### config.mk
export PLATFORM = sky130hd
export DESIGN_NAME = hazard_ctrl
export DESIGN_NICKNAME = d
export VERILOG_FILES = /design/src/rtl/hazard_pkg.sv /design/src/rtl/hz_shadow_stage.sv /design/src/rtl/hazard_ctrl.sv
export SDC_FILE = /design/constraint.sdc
export NUM_CORES = 1
export LEC_CHECK = 0
export CORE_MARGIN = 2
export CORE_UTILIZATION = 34
export CTS_CLUSTER_DIAMETER = 100
export DETAILED_ROUTE_END_ITERATION = 10
export GPL_TIMING_DRIVEN = 0
export HOLD_SLACK_MARGIN = 0.06
export PLACE_DENSITY = 0.61
export SYNTH_ARGS = -nofsm -noshare
export SYNTH_HDL_FRONTEND = slang
export SYNTH_SLANG_ARGS = --single-unit
### constraint.sdc
create_clock -name clk -period 2.1 [get_ports clk]
set_clock_uncertainty 0.05 [all_clocks]
set_input_delay 0.42 -clock clk [delete_from_list [all_inputs] [get_ports clk]]
set_output_delay 0.42 -clock clk [all_outputs]
set_load 0.05 [all_outputs]
### src/rtl/hazard_pkg.sv
// Shared types and constants for the pipeline hazard/forwarding controller.
package hazard_pkg;

  // Internal address width; register addresses are zero-extended to this (REG_AW must not exceed it).
  localparam int HZ_AW = 16;

  localparam logic [1:0] FWD_RF  = 2'b00;
  localparam logic [1:0] FWD_WB  = 2'b01;
  localparam logic [1:0] FWD_MEM = 2'b10;

  localparam logic [HZ_AW-1:0] REG_ZERO = '0;

  typedef struct packed {
    logic [HZ_AW-1:0] rs;
    logic [HZ_AW-1:0] rt;
    logic [HZ_AW-1:0] wreg;
    logic             regwrite;
    logic             memtoreg;
  } stage_t;

  // Register 0 is hardwired, so it never produces a dependency.
  function automatic logic reg_hit(input logic [HZ_AW-1:0] src,
                                   input logic [HZ_AW-1:0] dst,
                                   input logic             en);
    return en && (src != REG_ZERO) && (src == dst);
  endfunction

endpackage

### src/rtl/hz_shadow_stage.sv
// Generic async-reset pipeline register with hold (freeze) and bubble (clear) controls.
module hz_shadow_stage #(
  parameter int W = 1
) (
  input  logic         clk,
  input  logic         reset_n,
  input  logic         hold,
  input  logic         bubble,
  input  logic [W-1:0] d,
  output logic [W-1:0] q
);

  // hold wins over bubble so a frozen pipeline never loses its contents.
  always_ff @(posedge clk or negedge reset_n) begin
    if (!reset_n) begin
      q <= '0;
    end else if (!hold) begin
      q <= bubble ? '0 : d;
    end
  end

endmodule

### src/rtl/hazard_ctrl.sv
// Hazard/forwarding controller for the 5-stage MIPS pipeline, with shadow E/M/W state.
// Optional stall-cycle counter enabled by defining HZ_PERF_CNT_EN.
module hazard_ctrl
  import hazard_pkg::*;
#(
  parameter int REG_AW = 5,
  parameter int CNT_W  = 32
) (
  input  logic              clk,
  input  logic              reset_n,
  input  logic [REG_AW-1:0] RsD,
  input  logic [REG_AW-1:0] RtD,
  input  logic [REG_AW-1:0] WriteRegD,
  input  logic              RegWriteD,
  input  logic              MemtoRegD,
  input  logic              BranchD,
  input  logic              ExtStall,
  output logic              ForwardAD,
  output logic              ForwardBD,
  output logic [1:0]        ForwardAE,
  output logic [1:0]        ForwardBE,
  output logic              StallF,
  output logic              StallD,
  output logic              FlushE,
  output logic [CNT_W-1:0]  StallCycles
);

  logic [HZ_AW-1:0] rs_d;
  logic [HZ_AW-1:0] rt_d;
  stage_t           e_d;
  stage_t           e_q;
  logic [HZ_AW+1:0] m_d;
  logic [HZ_AW+1:0] m_q;
  logic [HZ_AW:0]   w_d;
  logic [HZ_AW:0]   w_q;
  logic [HZ_AW-1:0] wreg_m;
  logic             regwrite_m;
  logic             memtoreg_m;
  logic [HZ_AW-1:0] wreg_w;
  logic             regwrite_w;
  logic             ext;
  logic             lwstall;
  logic             branchstall;
  logic             hz;

  assign rs_d = HZ_AW'(RsD);
  assign rt_d = HZ_AW'(RtD);

  always_comb begin
    e_d          = '0;
    e_d.rs       = rs_d;
    e_d.rt       = rt_d;
    e_d.wreg     = HZ_AW'(WriteRegD);
    e_d.regwrite = RegWriteD;
    e_d.memtoreg = MemtoRegD;
  end

  assign m_d = {e_q.wreg, e_q.regwrite, e_q.memtoreg};
  assign {wreg_m, regwrite_m, memtoreg_m} = m_q;
  assign w_d = {wreg_m, regwrite_m};
  assign {wreg_w, regwrite_w} = w_q;

  // The stall input is masked while in reset so every output reads 0 then.
  assign ext = ExtStall & reset_n;

  hz_shadow_stage #(.W($bits(stage_t))) u_stage_e (
    .clk     (clk),
    .reset_n (reset_n),
    .hold    (ext),
    .bubble  (FlushE),
    .d       (e_d),
    .q       (e_q)
  );

  hz_shadow_stage #(.W(HZ_AW + 2)) u_stage_m (
    .clk     (clk),
    .reset_n (reset_n),
    .hold    (ext),
    .bubble  (1'b0),
    .d       (m_d),
    .q       (m_q)
  );

  hz_shadow_stage #(.W(HZ_AW + 1)) u_stage_w (
    .clk     (clk),
    .reset_n (reset_n),
    .hold    (ext),
    .bubble  (1'b0),
    .d       (w_d),
    .q       (w_q)
  );

  assign ForwardAD = reg_hit(rs_d, wreg_m, regwrite_m);
  assign ForwardBD = reg_hit(rt_d, wreg_m, regwrite_m);

  // M result is newer than W, so it takes priority.
  always_comb begin
    ForwardAE = FWD_RF;
    if (reg_hit(e_q.rs, wreg_m, regwrite_m))      ForwardAE = FWD_MEM;
    else if (reg_hit(e_q.rs, wreg_w, regwrite_w)) ForwardAE = FWD_WB;
    ForwardBE = FWD_RF;
    if (reg_hit(e_q.rt, wreg_m, regwrite_m))      ForwardBE = FWD_MEM;
    else if (reg_hit(e_q.rt, wreg_w, regwrite_w)) ForwardBE = FWD_WB;
  end

  assign lwstall = e_q.memtoreg &
                   (reg_hit(rs_d, e_q.wreg, e_q.regwrite) |
                    reg_hit(rt_d, e_q.wreg, e_q.regwrite));

  // Branches resolve in D: wait for any ALU result in E and any load still in M.
  assign branchstall = BranchD &
                       (reg_hit(rs_d, e_q.wreg, e_q.regwrite) |
                        reg_hit(rt_d, e_q.wreg, e_q.regwrite) |
                        reg_hit(rs_d, wreg_m, memtoreg_m)     |
                        reg_hit(rt_d, wreg_m, memtoreg_m));

  assign hz     = lwstall | branchstall;
  assign StallF = hz | ext;
  assign StallD = hz | ext;
  assign FlushE = hz & ~ext;

`ifdef HZ_PERF_CNT_EN
  logic [CNT_W-1:0] stall_cnt;

  always_ff @(posedge clk or negedge reset_n) begin
    if (!reset_n) begin
      stall_cnt <= '0;
    end else if (StallD && (stall_cnt != '1)) begin
      stall_cnt <= stall_cnt + CNT_W'(1);
    end
  end

  assign StallCycles = stall_cnt;
`else
  assign StallCycles = '0;
`endif

endmodule
### Word level (Yosys, flattened, before mapping)

Index checks and enable logic that the tools add are counted.

* eq/ne operators: 8
* mux-type cells: 5
* bitwise logic cells: 10
* reductions and logical operators: 24

Operators by type and width (number)
* $eq 16x16->1: 4
* $eq 5x16->1: 4
* $reduce_bool 16->1: 4
* $mux 39: 1
* $logic_and 1x1->1: 20
* $or 1x1->1: 5
* $and 1x1->1: 4
* $mux 2: 2
* $mux 1: 2
* $not 1->1: 1

* register bits after elaboration: 85
* output and inout port bits: 41
* logic and storage cells: 50

### Depth between registers and ports, before layout

Gate-level depths: netlist (run 1).

* depth after elaboration: 10
* depth in mapped cells: 8
* gate-level depth less buffers: 5

### Hierarchy

A second synthesis (run 1) with hierarchy kept.

* cell total of the unflattened synthesis: 549
* area, all modules: 5018.6 sq um

Modules (own cells, without submodules)
* hz_shadow_stage (u_stage_e): instances 1, cells an instance 215, area an instance 2088.3 sq um
* hazard_ctrl: instances 1, cells an instance 186, area an instance 1441.4 sq um
* hz_shadow_stage (u_stage_m): instances 1, cells an instance 76, area an instance 754.5 sq um
* hz_shadow_stage (u_stage_w): instances 1, cells an instance 72, area an instance 734.5 sq um

### Least setup slack after synthesis (run 1)

OpenSTA, ideal clock, no wires.

* path type: register -> output
* from: register u_stage_m.q[6]
* to: output ForwardAE[0]
* arrival: 3.037 ns
* data required time: 1.630 ns
* slack: -1.407 ns
* stages on the path, launching flop included: 6
* path buffers: 1
* cell sequence: dfrtp_1 clkbuf_1 xnor2_1 nand4_1 nor4_1 nor4_1

* word-level cells in the longest chain between the ends: 3

Ends and longest elaborated chain
* start: declaration: line hz_shadow_stage.sv:10 `output logic [W-1:0] q`
* start signal: assignment: line hz_shadow_stage.sv:18 `q <= bubble ? '0 : d;`
* $eq 16x16->1: line hazard_pkg.sv:25 `return en && (src != REG_ZERO) && (src == dst);`
* $logic_and 1x1->1: line hazard_pkg.sv:25
* $mux 2: line hazard_ctrl.sv:99 `if (reg_hit(e_q.rs, wreg_m, regwrite_m)) ForwardAE = FWD_MEM;`
* end: declaration: line hazard_ctrl.sv:20 `output logic [1:0] ForwardAE,`

Every way passes these cells.

### Worst setup path in the final report (run 1)

* from: input RsD[2]
* to: output StallF

* word-level cells in the longest chain between the ends: 9

Ends and longest elaborated chain
* start: declaration: line hazard_ctrl.sv:11 `input logic [REG_AW-1:0] RsD,`
* $reduce_bool 16->1: line hazard_pkg.sv:25
* $logic_and 1x1->1 (2 in a row): line hazard_pkg.sv:25
* $or 1x1->1: line hazard_ctrl.sv:107, hazard_ctrl.sv:112
* $or 1x1->1: line hazard_ctrl.sv:113 `reg_hit(rt_d, e_q.wreg, e_q.regwrite) |`
* $or 1x1->1: line hazard_ctrl.sv:114 `reg_hit(rs_d, wreg_m, memtoreg_m) |`
* $and 1x1->1: line hazard_ctrl.sv:111 `assign branchstall = BranchD &`
* $or 1x1->1 *: line hazard_ctrl.sv:117 `assign hz = lwstall | branchstall;`
* $or 1x1->1 *: line hazard_ctrl.sv:118 `assign StallF = hz | ext;`
* end: declaration: line hazard_ctrl.sv:22 `output logic StallF,`

Mark *: on every way between the ends. The rest lies on a longest branch, timed or not.

==> metrics.csv, run 1 <==
metric;value;unit
slew at the pin with the worst max-slew slack;0.542;ns
initial antenna violation count;0;
WL per Instance;13.3;um
Max FO, Critical Path;3;
Fin. Hold Viols;0;
Die W;83.2;um
most area-hungry cell type in the Yosys netlist;dfrtp_1;
Logic pwr share;38.0;%
flop2flop setup slack;0.14;ns
share of the synthesized area in the top cell type;35.2;%
Final GP Congestion;0.797;
Root Driver;clkbuf_8;
gr usage total;15.8;%
Internal;0.00125;W
Mapped Area;2130;um2
area of the multi-input gates;1420;um2
TritonCTS clock tree;built;
# fillers;577;
CTS buffer count;5;
CORE AREA;5990;um2
htree depth;2;
vias in the first global route;1736;
share of cells above drive strength 1;40.1;%
DRT Pass-1 Iters;4;
unrepaired setup endpoints after global routing;true;
post-route setup slack;-0.404;ns
RR Endpoint;u_stage_e.q[18];
Sw Share;37.2;%
clk sinks;30;
Worst Hold Class;primary input to async pin;
sequential element share of the synthesized area;35.2;%
clk buf depth;2;
I/O Pins;62;
final period utilization;119;%
Rows;28;
Routed WL;5.37;mm
vias per cell;4.48;
clock latency on the worst-skew pair;0.28;ns
Syn Area/Cell;8.67;um2
most common cell in the netlist;nand2_1;
global-route wire length before repair;8.61;mm
asr flop ratio synth;100;%
Reg2Reg Launch Point;u_stage_m.q[5];
Tmin final;2.50;ns
Pwr Density;630;nW/um2
final setup fails;9;
Gate Count Post-Synth;246;
number of nets in the layout;349;
worst r2r path cells;8;
DR DRC count;0;
leakage power;1.48;nW
DR vias;1808;
Post-synth EDFFs;0;
Final HPWL DP;3.81;mm
Net Switching;0.000742;W
1st-iter DRT viols;65;
Critical Path End Type;output port;
non-filler cells, final;404;
I/O Buffers;29;
die height;83.2;um
synth top area cells;dfrtp_1, nand2_1, buf_4;
initial core utilization;35.6;%
post-synth cell types;24;
crit path kind;primary input to output port;
outcome;complete, but fails checks;
top_reg_cell synth;dfrtp_1;
Relative slew margins;63.9;%
clock slew at reported path FFs;0.07;ns
antenna diode count;0;
Critical Path RT;1.63;ns
Data arrival, critical path;2.03;ns
Remaining Overflow, GRT;0;
maxcap violations;0;
Layout area overhead;48.7;%
commonest cells in the synthesized netlist;nand2_1, buf_4, dfrtp_1;
clock share of power;24.4;%
failing checks;setup timing;
post-synthesis register bit count;30;
YS warnings;0;
Seq pwr share;37.6;%
Inst Count DP;381;
post-route core utilization;52.9;%
Pins Over Slew Limit;0;
Worst Setup Start Kind;primary input;
final antenna-violating net count;0;
fmax;0.399;GHz
largest net degree at the start of global routing;33;
die footprint;6920;um2
Peak VDD IR;350;uV
register area;758;um2
[power groups by stage]
stage	sequential (W)	clock (W)	combinational (W)
after floorplan	0.000714	0	0.000511
after global placement	0.000737	0	0.000631
after detailed placement	0.000740	0	0.000639
after CTS	0.000760	0.000494	0.000688
after global routing	0.000762	0.000527	0.000819
final	0.000751	0.000487	0.000759
[cells in the final DEF, fill, tap and decap left out, types with 2 or more instances in the layout]
cell,netlist,layout
nand2_1,76,76
or4_4,0,4
nand3_2,0,2
o31ai_1,7,7
and2_1,3,3
buf_12,1,2
buf_4,33,52
dfrtp_2,0,6
xnor2_2,0,11
xnor2_1,28,17
clkdlybuf4s50_1,0,9
nand3_1,5,2
clkbuf_8,0,6
nor4_4,0,7
xor2_1,12,12
nor2_4,0,4
conb_1,1,32
buf_2,0,2
buf_6,3,14
clkbuf_1,12,8
nand4_1,4,4
o31ai_2,9,9
buf_8,0,5
dfrtp_1,30,24
[metrics by stage]
step | hold WS, ns | area, um2 | setup TNS (ns) | worst slack (ns) | power, W
finish | 0.0138 | 3170 | -1.83 | -0.404 | 0.00200
global placement | 0.434 | 2750 | -41.21 | -1.96 | 0.00137
floorplan | 0.0744 | 2360 | -0.989 | -0.281 | 0.00122
CTS | 0.0322 | 3040 | -1.61 | -0.369 | 0.00194
global route | 0.0408 | 3170 | -2.64 | -0.492 | 0.00211
detailed placement | 0.439 | 2740 | -16.76 | -1.44 | 0.00138
[critical path, cell delays in order]
cell and delay, ns:
buf_8 0.09, or4_4 0.53, nor2_4 0.17, nor4_4 0.09
o211ai_1 0.18, buf_4 0.16, nand3_4 0.09, buf_8 0.16
buf_8 0.14
[area by class of cell]
type	instances	area share, %
clock inverter	1	0.158
clock buffer	7	2.72
sequential	30	23.9
multi-input combinational	198	44.8
timing repair buffer	49	14.8
tap	75	2.96
buffer	44	10.6
[how the worst max path moves through the flow]
stage | start | slack (ns) | endpoint | cells after the start
after floorplan | u_stage_e.q[35] | -0.28 | ForwardAE[0] | 4
after global placement | reset_n | -1.96 | StallF | 6
after detailed placement | RsD[3] | -1.44 | StallF | 8
after CTS | RtD[4] | -0.37 | StallF | 9
after global routing | u_stage_m.q[5] | -0.49 | StallF | 8
final | RsD[2] | -0.40 | StallF | 9
[metal layers]
metal | wire (um) | up-vias | track usage (%)
li1 | - | 910 | -
met1 | 2280 | 841 | 19.2
met2 | 2750 | 49 | 27.6
met3 | 241 | 8 | 3.88
met4 | 100 | 0 | 4.62
met5 | 0 | - | 0
[state kept, by name, summed over array words and instances, names as in the netlist]
register and flops:
u_stage_e.q 17, u_stage_m.q 7, u_stage_w.q 6
[kinds of logic after synthesis]
logic type,synth area share (%)
AOI/OAI and AO/OA,10.7
xor gates and xnor gates,16.4
buffers and inverters,16.3
DFF,35.2
other,0.176
and+or+nand+nor,21.2
[repair_timing]
item,4_1_cts,5_1_grt
setup buffers,12,8
endpoints found under the hold margin,30,30
pin swaps,12,9
resized for setup,135,13
endpoints found under the setup margin,26,9
(Power assumes the default switching activity.)
==> inputs of run 2 (changes only) <==
--- a/config.mk
+++ b/config.mk
@@ -7,11 +7,13 @@
 export LEC_CHECK = 0
 export CORE_MARGIN = 2
 export CORE_UTILIZATION = 34
+export CTS_BUF_LIST = sky130_fd_sc_hd__clkbuf_8 sky130_fd_sc_hd__clkbuf_16
 export CTS_CLUSTER_DIAMETER = 100
 export DETAILED_ROUTE_END_ITERATION = 10
+export DONT_BUFFER_PORTS = 1
 export GPL_TIMING_DRIVEN = 0
 export HOLD_SLACK_MARGIN = 0.06
-export PLACE_DENSITY = 0.61
+export PLACE_DENSITY = 0.48
 export SYNTH_ARGS = -nofsm -noshare
 export SYNTH_HDL_FRONTEND = slang
 export SYNTH_SLANG_ARGS = --single-unit
==> metrics.csv, run 2 (synthesis gave the netlist of run 1 again) <==
metric;value;unit;change
outcome;complete, but fails checks;;unchanged
failing checks;setup timing;;unchanged
Final HPWL DP;3.82;mm;was 3.81 mm
die height;83.2;um;unchanged
DRT Pass-1 Iters;4;;unchanged
total power;0.00185;W;was 0.00200 W
Pins Over Slew Limit;0;;unchanged
DR vias;1682;;was 1808
Post-DP Area;2460;um2;was 2740 um2
share of cells above drive strength 1;38.0;%;was 40.1%
1st-iter DRT viols;63;;was 65
Tmin final;2.59;ns;was 2.50 ns
Reg with most FFs;u_stage_e.q;;unchanged
number of flip-flops in the largest register;17;;unchanged
initial core utilization;35.6;%;unchanged
antenna diode count;0;;unchanged
Hold Path Sink;u_stage_e.q[2];;
most common cell after layout, fill and taps aside;nand2_1;;unchanged
worst path cell trace;or4_4 -> nor2_4 -> nor4_4 -> nor4_4;;was buf_8 -> or4_4 -> nor2_4 -> nor4_4 -> o211ai_1 -> buf_4 -> nand3_4 -> buf_8 -> buf_8
Reg2Reg Launch Point;u_stage_m.q[6];;was u_stage_m.q[5]
gr usage total;16.7;%;was 15.8%
leading registers by flop count;u_stage_e.q: 17 flops, u_stage_m.q: 7 flops, u_stage_w.q: 6 flops;;unchanged
Final Cell Area;2940;um2;was 3170 um2
Hold Path Stages;2;;
Relative slew margins;43.1;%;was 63.9%
critical path's slowest cell;nor4_4;;was or4_4
flop2flop setup slack;0.06;ns;was 0.14 ns
unrepaired setup endpoints after global routing;true;;unchanged
crit path kind;flop to output port;;was primary input to output port
I/O Buffers;0;;was 29
Logic pwr share;35.3;%;was 38.0%
number of nets in the layout;321;;was 349
I/O Pins;62;;unchanged
post-route setup slack;-0.492;ns;was -0.404 ns
Critical Path RT;1.63;ns;about the same
Routed WL;5.63;mm;was 5.37 mm
# fillers;609;;was 577
Rows;28;;unchanged
Max FO, Critical Path;2;;was 3
Root Driver;clkbuf_8;;unchanged
clk buf depth;2;;unchanged
Internal;0.00115;W;was 0.00125 W
largest net degree at the start of global routing;31;;was 33
htree depth;2;;unchanged
Seq pwr share;41.2;%;was 37.6%
most frequent cells in the layout;nand2_1, buf_4, conb_1, dfrtp_1, xnor2_1;;unchanged
Data arrival, critical path;2.12;ns;was 2.03 ns
post-route core utilization;49.0;%;was 52.9%
Critical Path End Type;output port;;unchanged
final antenna-violating net count;0;;unchanged
hold_sp;WriteRegD[0];;
vias in the first global route;1701;;was 1736
vias per cell;4.49;;was 4.48
Fin Setup TNS;-2.68;ns;was -1.83 ns
Peak VDD IR;361;uV;was 350 uV
Worst Hold Class;primary input to flop;;was primary input to async pin
fmax;0.386;GHz;was 0.399 GHz
final period utilization;123;%;was 119%
Fin. Hold Viols;0;;unchanged
most numerous cell on the critical path;nor4_4;;was buf_8
global-route wire length before repair;9.09;mm;was 8.61 mm
clk sinks;30;;unchanged
DR DRC count;0;;unchanged
WL per Instance;15.0;um;was 13.3 um
Pwr Density;631;nW/um2;was 630 nW/um2
Worst Setup Start Kind;flop;;was primary input
Die W;83.2;um;unchanged
Final GP Congestion;0.799;;was 0.797
critical path's largest stage delay;0.68;ns;was 0.53 ns
clock share of power;23.5;%;was 24.4%
final setup fails;9;;unchanged
clock slew at reported path FFs;0.07;ns;about the same
initial antenna violation count;1;;was 0
Net Switching;0.000704;W;was 0.000742 W
TritonCTS clock tree;built;;unchanged
maxcap violations;0;;unchanged
slew at the pin with the worst max-slew slack;0.847;ns;was 0.542 ns
Remaining Overflow, GRT;0;;unchanged
RR Endpoint;u_stage_e.q[36];;was u_stage_e.q[18]
clock latency on the worst-skew pair;0.28;ns;about the same
die footprint;6920;um2;unchanged
leakage power;1.33;nW;was 1.48 nW
CTS buffer count;5;;unchanged
worst r2r path cells;9;;was 8
CORE AREA;5990;um2;unchanged
Critical Path Start;u_stage_e.q[19];;was RsD[2]
Layout area overhead;37.7;%;was 48.7%
Sw Share;38.0;%;was 37.2%
## run 2: cell count changes in the layout (fill, tap and decap cells not counted), moves of 4 or more
cell	delta
xnor2_2	-5
buf_6	-12
clkdlybuf4s50_1	-9
buf_8	-4
xnor2_1	+5
o31ai_1	-6
o31ai_4	+4
## run 2: power by group through the flow
stage / combinational [W] / clock [W] / sequential (W)
6_report: 0.000655 / 0.000435 / 0.000764
5_1_grt: 0.000709 / 0.000469 / 0.000777
4_1_cts: 0.000605 / 0.000447 / 0.000758
3_5_place_dp: 0.000563 / 0 / 0.000739
3_3_place_gp: 0.000559 / 0 / 0.000738
2_1_floorplan: 0.000511 / 0 / 0.000714
## run 2: per-stage QoR
| stage | setup WS (ns) | hold WS, ns | instances |
|---|---|---|---|
| 3_3_place_gp | -0.588 | 0.0757 | 352 |
| 4_1_cts | -0.512 | 0.208 | 370 |
| 3_5_place_dp | -0.617 | 0.0758 | 352 |
| 6_report | -0.492 | 0.218 | 375 |
| 5_1_grt | -0.584 | 0.220 | 375 |
| 2_1_floorplan | -0.281 | 0.0744 | 277 |
## run 2: worst max-delay path: cells and delay by family, from the launching register on
| kind | cells | cell delay, ns |
|---|---|---|
| flip-flops | 1 | 0.38 |
| AND/OR/NAND/NOR | 4 | 1.45 |
## run 2: timing repair
action / 4_1_cts / 5_1_grt
pin swaps: 16 / 12
cloned: 0 / 2
gates resized for setup: 22 / 21
buffers inserted: 15 / 6
setup endpoints to repair: 20 / 26
endpoints found under the hold margin: 30 / 0
hold buffers: 2 / 0
## run 2: area by class of cell
type	instances	area (um2)	area share [%]
multi-input combinational	198	1460	49.6
sequential	30	759	25.9
buffer	43	333	11.3
timing repair buffer	22	219	7.46
tap	75	93.8	3.20
clock buffer	5	68.8	2.34
clock inverter	2	7.51	0.256
## run 2: metal layers
layer / routed length [um] / GRT usage, % / share of wire, % / vias up
met3: 396 / 4.37 / 7.0 / 9
met1: 2440 / 22.5 / 43 / 775
met2: 2700 / 26.2 / 48 / 45
li1: - / - / - / 853
met4: 88 / 5.51 / 1.6 / 0
met5: 0 / 0 / 0 / -
## run 2: how the worst max path moves through the flow
| stage | endpoint | depth (start not counted) |
|---|---|---|
| 5_1_grt | ForwardBE[0] | 4 |
| 2_1_floorplan | ForwardAE[0] | 4 |
| 3_3_place_gp | FlushE | 6 |
| 4_1_cts | ForwardBE[0] | 4 |
| 3_5_place_dp | FlushE | 6 |
| 6_report | ForwardBE[0] | 4 |
